===== config.mk =====
export PLATFORM = sky130hd
export DESIGN_NAME = controle_multiciclo
export DESIGN_NICKNAME = d
export VERILOG_FILES = /design/src/rtl/controle_pkg.sv /design/src/rtl/classifica_opcode.sv /design/src/rtl/controle_multiciclo.sv
export SDC_FILE = /design/constraint.sdc
export NUM_CORES = 1
export LEC_CHECK = 0
export ABC_AREA = 1
export CAP_MARGIN = 20
export CORE_MARGIN = 2
export CORE_UTILIZATION = 50
export DETAILED_ROUTE_END_ITERATION = 8
export PLACE_DENSITY = 0.81
export REMOVE_ABC_BUFFERS = 1
export SYNTH_ARGS = -nofsm -noshare
export SYNTH_HDL_FRONTEND = slang
export SYNTH_SLANG_ARGS = --single-unit

===== constraint.sdc =====
create_clock -name clk -period 2.5 [get_ports clk]
set_input_delay 0.375 -clock clk [delete_from_list [all_inputs] [get_ports clk]]
set_output_delay 0.375 -clock clk [all_outputs]
set_load 0.005 [all_outputs]

===== src/rtl/controle_pkg.sv =====
// Shared types and encodings for the multicycle control unit and its datapath.
package controle_pkg;

  // Control FSM states
  typedef enum logic [3:0] {
    S_IDLE,
    S_FETCH,
    S_DECODE,
    S_EXEC_R,
    S_EXEC_I,
    S_WB_ALU,
    S_JUMP,
    S_BRANCH,
    S_ADDR,
    S_MEM_LD,
    S_WB_LD,
    S_MEM_ST,
    S_HALT,
    S_TRAP
  } estado_t;

  // Instruction classes produced by the opcode classifier
  typedef enum logic [2:0] {
    CL_R,
    CL_I,
    CL_JMP,
    CL_BEQ,
    CL_LD,
    CL_ST,
    CL_HLT,
    CL_ILL
  } classe_t;

  // Opcode constants
  localparam int unsigned OP_JMP = 11;
  localparam int unsigned OP_BEQ = 12;
  localparam int unsigned OP_LD  = 13;
  localparam int unsigned OP_ST  = 14;
  localparam int unsigned OP_HLT = 15;

  // ALU operations used by the control unit itself
  localparam int unsigned OP_ADD = 0;
  localparam int unsigned OP_SUB = 1;

  // ALU B source select
  localparam logic [1:0] ULA_B_REG  = 2'b00;
  localparam logic [1:0] ULA_B_UM   = 2'b01;
  localparam logic [1:0] ULA_B_IMM  = 2'b10;
  localparam logic [1:0] ULA_B_DESL = 2'b11;

  // PC source select
  localparam logic [1:0] FCP_ULA    = 2'b00;
  localparam logic [1:0] FCP_ALUOUT = 2'b01;
  localparam logic [1:0] FCP_SALTO  = 2'b10;

  // Datapath control bundle (ALU operation is kept apart: its width is a parameter)
  typedef struct packed {
    logic       esc_cond_cp;
    logic       esc_cp;
    logic       ula_a;
    logic [1:0] ula_b;
    logic [1:0] fonte_cp;
    logic       esc_ir;
    logic       esc_reg;
    logic       ler_mem;
    logic       esc_mem;
    logic       iou_d;
    logic       mem_para_reg;
  } ctrl_t;

endpackage


===== src/rtl/classifica_opcode.sv =====
// Combinational opcode to instruction-class decode; opcodes >= 16 are illegal.
module classifica_opcode
  import controle_pkg::*;
#(
  parameter int unsigned OPCODE_W = 4
) (
  input  logic [OPCODE_W-1:0] opcode,
  output classe_t             classe
);

  logic alto;

  // Any bit above the low nibble set means an opcode outside 0..15
  generate
    if (OPCODE_W > 4) begin : g_alto
      assign alto = |opcode[OPCODE_W-1:4];
    end else begin : g_sem_alto
      assign alto = 1'b0;
    end
  endgenerate

  // Class table for the 16 legal opcodes
  always_comb begin
    classe = CL_ILL;
    if (!alto) begin
      case (opcode[3:0])
        4'd0, 4'd1, 4'd3, 4'd4, 4'd5:           classe = CL_R;
        4'd2, 4'd6, 4'd7, 4'd8, 4'd9, 4'd10:    classe = CL_I;
        4'(OP_JMP):                             classe = CL_JMP;
        4'(OP_BEQ):                             classe = CL_BEQ;
        4'(OP_LD):                              classe = CL_LD;
        4'(OP_ST):                              classe = CL_ST;
        4'(OP_HLT):                             classe = CL_HLT;
        default:                                classe = CL_ILL;
      endcase
    end
  end

endmodule


===== src/rtl/controle_multiciclo.sv =====
// Multicycle control FSM: fetch/decode/execute/memory/writeback with ready handshake,
// halt, illegal-opcode trap and memory-wait timeout.
module controle_multiciclo
  import controle_pkg::*;
#(
  parameter int unsigned OPCODE_W    = 4,
  parameter int unsigned ULA_OP_W    = 4,
  parameter int unsigned MEM_TIMEOUT = 16
) (
  input  logic                clk,
  input  logic                rst_n,
  input  logic [OPCODE_W-1:0] opcode,
  input  logic                mem_pronto,
  output logic                EscCondCP,
  output logic                EscCP,
  output logic                ULA_A,
  output logic [1:0]          ULA_B,
  output logic [ULA_OP_W-1:0] ULA_OP,
  output logic [1:0]          FonteCP,
  output logic                EscIR,
  output logic                EscReg,
  output logic                LerMem,
  output logic                EscMem,
  output logic                IouD,
  output logic                MemParaReg,
  output logic                parado,
  output logic                erro_op,
  output logic                erro_mem
);

  // Wait counter must be able to hold MEM_TIMEOUT itself
  localparam int unsigned CNT_W     = (MEM_TIMEOUT < 1) ? 1 : $clog2(MEM_TIMEOUT + 1);
  localparam int unsigned TO_ULTIMO = (MEM_TIMEOUT < 1) ? 0 : MEM_TIMEOUT - 1;
  localparam bit          TO_ATIVO  = (MEM_TIMEOUT != 0);

  estado_t             estado, estado_prox;
  logic [OPCODE_W-1:0] op_q;
  logic [CNT_W-1:0]    espera, espera_prox, espera_inc;
  logic                erro_op_q, erro_mem_q;
  logic                set_erro_op, set_erro_mem;
  logic                estouro;
  classe_t             classe;
  ctrl_t               ctrl;
  logic [ULA_OP_W-1:0] ula_op;

  classifica_opcode #(
    .OPCODE_W (OPCODE_W)
  ) u_classifica (
    .opcode (opcode),
    .classe (classe)
  );

  // The current wait cycle is the last one allowed without an acknowledge
  assign estouro    = TO_ATIVO && (espera == CNT_W'(TO_ULTIMO));
  assign espera_inc = TO_ATIVO ? (espera + CNT_W'(1)) : '0;

  // State, latched opcode, wait counter and sticky trap flags
  always_ff @(posedge clk) begin
    if (!rst_n) begin
      estado     <= S_IDLE;
      op_q       <= '0;
      espera     <= '0;
      erro_op_q  <= 1'b0;
      erro_mem_q <= 1'b0;
    end else begin
      estado <= estado_prox;
      espera <= espera_prox;
      if (estado == S_DECODE) begin
        op_q <= opcode;
      end
      if (set_erro_op) begin
        erro_op_q <= 1'b1;
      end
      if (set_erro_mem) begin
        erro_mem_q <= 1'b1;
      end
    end
  end

  // Next state and per-state datapath controls (FETCH write enables gated by mem_pronto)
  always_comb begin
    estado_prox  = estado;
    espera_prox  = '0;
    set_erro_op  = 1'b0;
    set_erro_mem = 1'b0;
    ctrl         = '0;
    ula_op       = '0;

    case (estado)
      S_IDLE: begin
        estado_prox = S_FETCH;
      end

      S_FETCH: begin
        ctrl.ler_mem  = 1'b1;
        ctrl.iou_d    = 1'b0;
        ctrl.ula_a    = 1'b0;
        ctrl.ula_b    = ULA_B_UM;
        ula_op        = ULA_OP_W'(OP_ADD);
        ctrl.fonte_cp = FCP_ULA;
        ctrl.esc_ir   = mem_pronto;
        ctrl.esc_cp   = mem_pronto;
        if (mem_pronto) begin
          estado_prox = S_DECODE;
        end else if (estouro) begin
          estado_prox  = S_TRAP;
          set_erro_mem = 1'b1;
        end else begin
          espera_prox = espera_inc;
        end
      end

      S_DECODE: begin
        ctrl.ula_a = 1'b0;
        ctrl.ula_b = ULA_B_DESL;
        ula_op     = ULA_OP_W'(OP_ADD);
        case (classe)
          CL_R:    estado_prox = S_EXEC_R;
          CL_I:    estado_prox = S_EXEC_I;
          CL_JMP:  estado_prox = S_JUMP;
          CL_BEQ:  estado_prox = S_BRANCH;
          CL_LD:   estado_prox = S_ADDR;
          CL_ST:   estado_prox = S_ADDR;
          CL_HLT:  estado_prox = S_HALT;
          default: begin
            estado_prox = S_TRAP;
            set_erro_op = 1'b1;
          end
        endcase
      end

      S_EXEC_R: begin
        ctrl.ula_a  = 1'b1;
        ctrl.ula_b  = ULA_B_REG;
        ula_op      = ULA_OP_W'(op_q);
        estado_prox = S_WB_ALU;
      end

      S_EXEC_I: begin
        ctrl.ula_a  = 1'b1;
        ctrl.ula_b  = ULA_B_IMM;
        ula_op      = ULA_OP_W'(op_q);
        estado_prox = S_WB_ALU;
      end

      S_WB_ALU: begin
        ctrl.esc_reg      = 1'b1;
        ctrl.mem_para_reg = 1'b0;
        estado_prox       = S_FETCH;
      end

      S_JUMP: begin
        ctrl.esc_cp   = 1'b1;
        ctrl.fonte_cp = FCP_SALTO;
        estado_prox   = S_FETCH;
      end

      S_BRANCH: begin
        ctrl.ula_a       = 1'b1;
        ctrl.ula_b       = ULA_B_REG;
        ula_op           = ULA_OP_W'(OP_SUB);
        ctrl.esc_cond_cp = 1'b1;
        ctrl.fonte_cp    = FCP_ALUOUT;
        estado_prox      = S_FETCH;
      end

      S_ADDR: begin
        ctrl.ula_a  = 1'b1;
        ctrl.ula_b  = ULA_B_IMM;
        ula_op      = ULA_OP_W'(OP_ADD);
        estado_prox = (op_q == OPCODE_W'(OP_LD)) ? S_MEM_LD : S_MEM_ST;
      end

      S_MEM_LD: begin
        ctrl.ler_mem = 1'b1;
        ctrl.iou_d   = 1'b1;
        if (mem_pronto) begin
          estado_prox = S_WB_LD;
        end else if (estouro) begin
          estado_prox  = S_TRAP;
          set_erro_mem = 1'b1;
        end else begin
          espera_prox = espera_inc;
        end
      end

      S_WB_LD: begin
        ctrl.esc_reg      = 1'b1;
        ctrl.mem_para_reg = 1'b1;
        estado_prox       = S_FETCH;
      end

      S_MEM_ST: begin
        ctrl.esc_mem = 1'b1;
        ctrl.iou_d   = 1'b1;
        if (mem_pronto) begin
          estado_prox = S_FETCH;
        end else if (estouro) begin
          estado_prox  = S_TRAP;
          set_erro_mem = 1'b1;
        end else begin
          espera_prox = espera_inc;
        end
      end

      S_HALT: begin
        estado_prox = S_HALT;
      end

      S_TRAP: begin
        estado_prox = S_TRAP;
      end

      default: begin
        estado_prox = S_IDLE;
      end
    endcase
  end

  // Port mapping of the control bundle
  assign EscCondCP  = ctrl.esc_cond_cp;
  assign EscCP      = ctrl.esc_cp;
  assign ULA_A      = ctrl.ula_a;
  assign ULA_B      = ctrl.ula_b;
  assign ULA_OP     = ula_op;
  assign FonteCP    = ctrl.fonte_cp;
  assign EscIR      = ctrl.esc_ir;
  assign EscReg     = ctrl.esc_reg;
  assign LerMem     = ctrl.ler_mem;
  assign EscMem     = ctrl.esc_mem;
  assign IouD       = ctrl.iou_d;
  assign MemParaReg = ctrl.mem_para_reg;
  assign parado     = (estado == S_HALT);
  assign erro_op    = erro_op_q;
  assign erro_mem   = erro_mem_q;

endmodule


; After elaboration in Yosys (flattened, before gate mapping)
; Memories as Yosys holds them, arrays and structs flattened.
; Index checks and enable logic that the tools add are counted.
[totals]
ff_bits = 15
mem_bits_ro = 48
out_inout_bits = 20
wordCells = 66
memories = 1
[classes]
addsub = 1
n_eq_ne = 21
mux = 23
bitwise_logic = 2
reduce_logical = 13
[memory_table]
columns = memory, depth, word_bits, read_ports, rd_clocked_by_memory_dff, wr, line_no
row1 = (no name shown), 16, 3, 1, 0, 0, classifica_opcode.sv:26  ; case (opcode[3:0])
[op_table]
columns = cell, n
row1 = case mux 4 bit (9 select lines), 1
row2 = equality test 4 bit (second input constant), 7
row3 = case mux 4 bit (6 select lines), 1
row4 = equality test 4 x 3 -> 1 bit (second input constant), 4
row5 = 2-to-1 mux 4 bit, 4
row6 = OR reduction 2 bit, 7
row7 = 2-to-1 mux 1 bit, 12
row8 = case mux 3 bit (4 select lines), 1
row9 = equality test 3 bit (second input constant), 3
row10 = equality test 4 x 2 -> 1 bit (second input constant), 2
row11 = case mux 4 bit (2 select lines), 1
row12 = OR reduction 7 bit, 1
row13 = equality test 3 x 2 -> 1 bit (second input constant), 2
row14 = adder 5 x 1 -> 5 bit (second input constant), 1
row15 = equality test 5 x 4 -> 1 bit (second input constant), 1
row16 = OR reduction 5 bit, 1
row17 = equality test 4 x 1 -> 1 bit (second input constant), 1
row18 = zero test 4 bit, 1
row19 = case mux 2 bit (2 select lines), 1
row20 = OR reduction 4 bit, 1
row21 = equality test 3 x 1 -> 1 bit (second input constant), 1
row22 = zero test 3 bit, 1
row23 = OR reduction 3 bit, 1
row24 = 2-to-1 mux 2 bit, 1
row25 = 2 further kinds, 3

; Logic depth before layout (Yosys ltp)
; An unclocked memory read counts as a cell.
[depth]
depth_word = 5
depth_mapped = 10

; Modules after synthesis
; A second synthesis with hierarchy kept.
[unflattened]
hier_cells = 164
hier_area_um2 = 1078.5
[by_module_without_submodules]
columns = module, instances, cells_each, area_each_um2
row1 = controle_multiciclo, 1, 143, 960.9
row2 = classifica_opcode, 1, 21, 117.6

; Least setup slack after synthesis
; Ideal clock, no wire load.
[synth_timing]
kind = register to register
from = reg espera[0]
to = reg estado[1]
setup_time_ns = 0.070
arrival_time_ns = 1.360
t_required_ns = 2.430
slack_ns = 1.070
stages_incl_launch_ff = 10
path_cell_list = dfxtp_1 -> ha_1 -> nand2_1 -> nor2_1 -> ha_1 -> nor2_1 -> inv_1 -> o21ai_0 -> a21oi_1 -> a21oi_1
[synth_between]
elab_chain_cells = 4
elab_cells_between_ends = 6
[synth_lines]
columns = element, line_no
row1 = start: declaration, controle_multiciclo.sv:38  ; logic [CNT_W-1:0] espera, espera_prox, espera_inc;
row2 = start signal: assignment, controle_multiciclo.sv:67  ; espera <= espera_prox;
row3 = equality test 5 x 4 -> 1 bit *, controle_multiciclo.sv:54  ; assign estouro = TO_ATIVO && (espera == CNT_W'(TO_ULTIMO));
row4 = 2-to-1 mux 4 bit *, -
row5 = 2-to-1 mux 4 bit (on tied branches), -
row6 = case mux 4 bit (9 select lines) *, -
row7 = end signal: assignment, controle_multiciclo.sv:66  ; estado <= estado_prox;
row8 = end: declaration, controle_multiciclo.sv:36  ; estado_t estado, estado_prox;
; Every way passes the cells marked *; elsewhere a longest branch is shown, timed or not.
; A chain may end at the register's enable or synchronous reset.

; Worst setup path in the final report
[layout_timing]
from = reg estado[0]
to = out ULA_OP[0]
[layout_between]
elab_chain_cells = 3
elab_cells_between_ends = 5
[layout_lines]
columns = element, line_no
row1 = equality test 4 x 3 -> 1 bit / equality test 4 x 2 -> 1 bit (equally long branches), controle_multiciclo.sv:89  ; case (estado)
row2 = OR reduction 2 bit (no line), -
row3 = case mux 4 bit (2 select lines) *, controle_multiciclo.sv:89
row4 = end: declaration, controle_multiciclo.sv:18  ; output logic [ULA_OP_W-1:0] ULA_OP,
; Marks and branches as above.

==> results.yml <==
outcome:
  status: "finished, final reports clean"
routing:
  wire_per_inst_um: 10.1
  drc: 0
  vias_per_cell: 4.87
  vias: 1072
  drtIter0Drc: 19
  wl_mm: 2.23
  drt_pass1_iterations: 4
  ant_nets: 0
synth:
  synth_top_area_share_pct: 28.1
  yosysSeqAreaShare_pct: 28.1
  synth_fa_ha_area_share_pct: 7.03
  synth.area.top_cells: "dfxtp_1 28%, inv_1 11%, nor2_1 10%"
  syn_inst: 166
  synth-simple-area-share_pct: 37.7
  synth-seq-cells: 15
  yosysTopAreaCell: "dfxtp_1"
  synth_compound_area_share_pct: 11.8
  synth_area_sq_um: 1070
  yosysUniqueCellTypes: 22
  synth_top_family_by_area: "simple AND/OR/NAND/NOR gates"
  ys_warn_count: 0
  avgSynthCellArea_sq_um: 6.43
  muxShareOfSynthArea_pct: 0
  synth-xor-area-share_pct: 0.821
worst_setup_path:
  ff2ff_path_depth: 9
  cp_num_cells: 7
  cp_cell_sequence: "nand2_1, inv_1, nand2_1, nand2_2, inv_1, o22ai_1, clkdlybuf4s50_1"
  worstPathRequired_ns: 2.12
  endpoint_kind: "output port"
  cp_slowest_cell: "dfxtp_1"
  cp-start-kind: "flop"
  crit_type: "reg2out"
  path_max_fanout: 8
  slowest_delay_ns: 0.53
  worst-path-buf-inv: 3
  crit_arrival_ns: 1.97
  path_delay_family: "buffers and inverters"
  rrSetupSlack_ns: 0.88
power:
  powerDensity_nw_per_um2: 684
  power_leakage_nw: 0.612
  p_total_mw: 0.934
  max-vdd-ir-drop_mv: 0.363
global_routing:
  grt_pass1_vias: 913
  track_usage_pct: 20.0
  grt_remaining_overflow: 0
  grt_pass1_wl_mm: 3.88
  grt_max_degree: 13
  grt_antenna_before_repair: 0
clocking:
  ctsLongestPathBuffers: 2
  insertion_delay_ns: 0.29
  ctsResizeCount: 0
  clk_pin_slew_worst_paths_ns: 0.10
  root_buffer: "clkbuf_4"
  holdBufCountCts: 0
  cts_tree: "yes"
  cts_buffers: 3
  h-tree-depth: 1
  cts.sinks: 15
  cts_setup_buffers: 0
sta:
  fin_crit_ns: 2.35
  hold_viol: 0
  timing.final.crit_share_pct: 93.9
  rsz0062_at_grt: "false"
  fin_setup_tns_ns: 0
  finalClockSkew_ns: 0.0110
  setup_viol: 0
  slew_headroom_pct: 77.4
  max_freq_mhz: 426
  slew_violations: 0
  worstMarginPinSlew_ns: 0.339
  whs_ns: 0.451
  layout_setup_ws_ns: 0.152
finish:
  mostFrequentLayoutCell: "inv_1"
  area_growth_pct: 28.0
  layout.nets: 207
  fillers: 167
  drive_gt1_share_pct: 12.4
  seq_area_sq_um: 300
  final_cell_mix: "31 x inv_1, 29 x nor2_1, 26 x clkdlybuf4s50_1"
  diodes: 0
  layout.cells.non_filler: 220
  design_area_sq_um: 1370
  multiInputGateArea_sq_um: 613
  finish.utilization_pct: 68.9
floorplan:
  core.rowCount: 16
  dieArea_sq_um: 2520
  pin_count: 27
  initial_core_util_pct: 53.9
  die_h_um: 50.2
  core_sq_um: 1980
  fp.dieW_um: 50.2
placement:
  place_ws_ns: 0.464
  dp_cells: 216
  portBuffers: 26
  gp_congestion: 0.878
  hpwl_mm: 1.84
  placed_area_sq_um: 1340
hold_path:
  worstHoldPathCells: 1
  hold_path.class: "reg2reg"
run:
  drv_cap: 0
[worst paths after layout]
path         startpoint         to
max           estado[0]  ULA_OP[0]
min           espera[0]  espera[0]
max reg2reg   espera[0]  estado[1]
min reg2reg   espera[0]  espera[0]
[worst reg2reg max path, stage by stage (launching register included)]
cell	delay, ns
dfxtp_1	0.34
ha_1	0.21
nand2_1	0.08
nor2_1	0.04
ha_1	0.19
nor2_1	0.24
inv_1	0.09
o21ai_0	0.17
a21oi_1	0.07
a21oi_1	0.12
[flip-flops by register name (all words and copies together) (netlist names)]
register and flops:
espera 5, estado 4, op_q 4, erro_mem 1, erro_op 1
[metal layers]
layer  track usage, %  share of wire, %
met3             3.87               5.6
met5                0                 0
met4             7.87               1.6
met1             26.0                46
met2             32.5                46
[power breakdown]
part	total (mW)	switching [mW]	leakage, nW	internal [mW]
clock network	0.138	0.0789	0.0177	0.0594
logic	0.468	0.262	0.473	0.206
registers	0.328	0.0520	0.122	0.276
total	0.934	0.393	0.612	0.542
[cells in the mapped netlist]
| cell type | number |
|---|---|
| nand3_4 | 1 |
| o211ai_1 | 1 |
| nor3b_2 | 1 |
| xor2_1 | 1 |
| nand2_1 | 25 |
| nor2_4 | 1 |
| nand3_1 | 11 |
| o21ai_0 | 8 |
| nor2_1 | 29 |
| inv_2 | 4 |
| inv_1 | 31 |
| nand4_1 | 3 |
| nor3_1 | 1 |
| a21oi_1 | 10 |
| nand2_4 | 1 |
| nand2_2 | 5 |
| o22ai_1 | 2 |
| ha_1 | 6 |
| nor2_2 | 6 |
| dfxtp_1 | 15 |
| buf_4 | 3 |
| o21ai_4 | 1 |
[area by class of cell]
cell class,instances,area share [%]
inverters,35,9.62
well taps,27,2.47
multi-input cells,113,44.9
clock inverters,1,0.366
flip-flops and latches,15,22.0
clock buffers,3,1.65
repair buffers,26,19.0
[cell families after synthesis]
logic type / Yosys count
buffers and inverters: 38
and+or+nand+nor: 84
DFF: 15
adders and majority gates: 6
AOI/OAI and AO/OA: 22
xor gates and xnor gates: 1
Power figures use the tool's default switching activity.
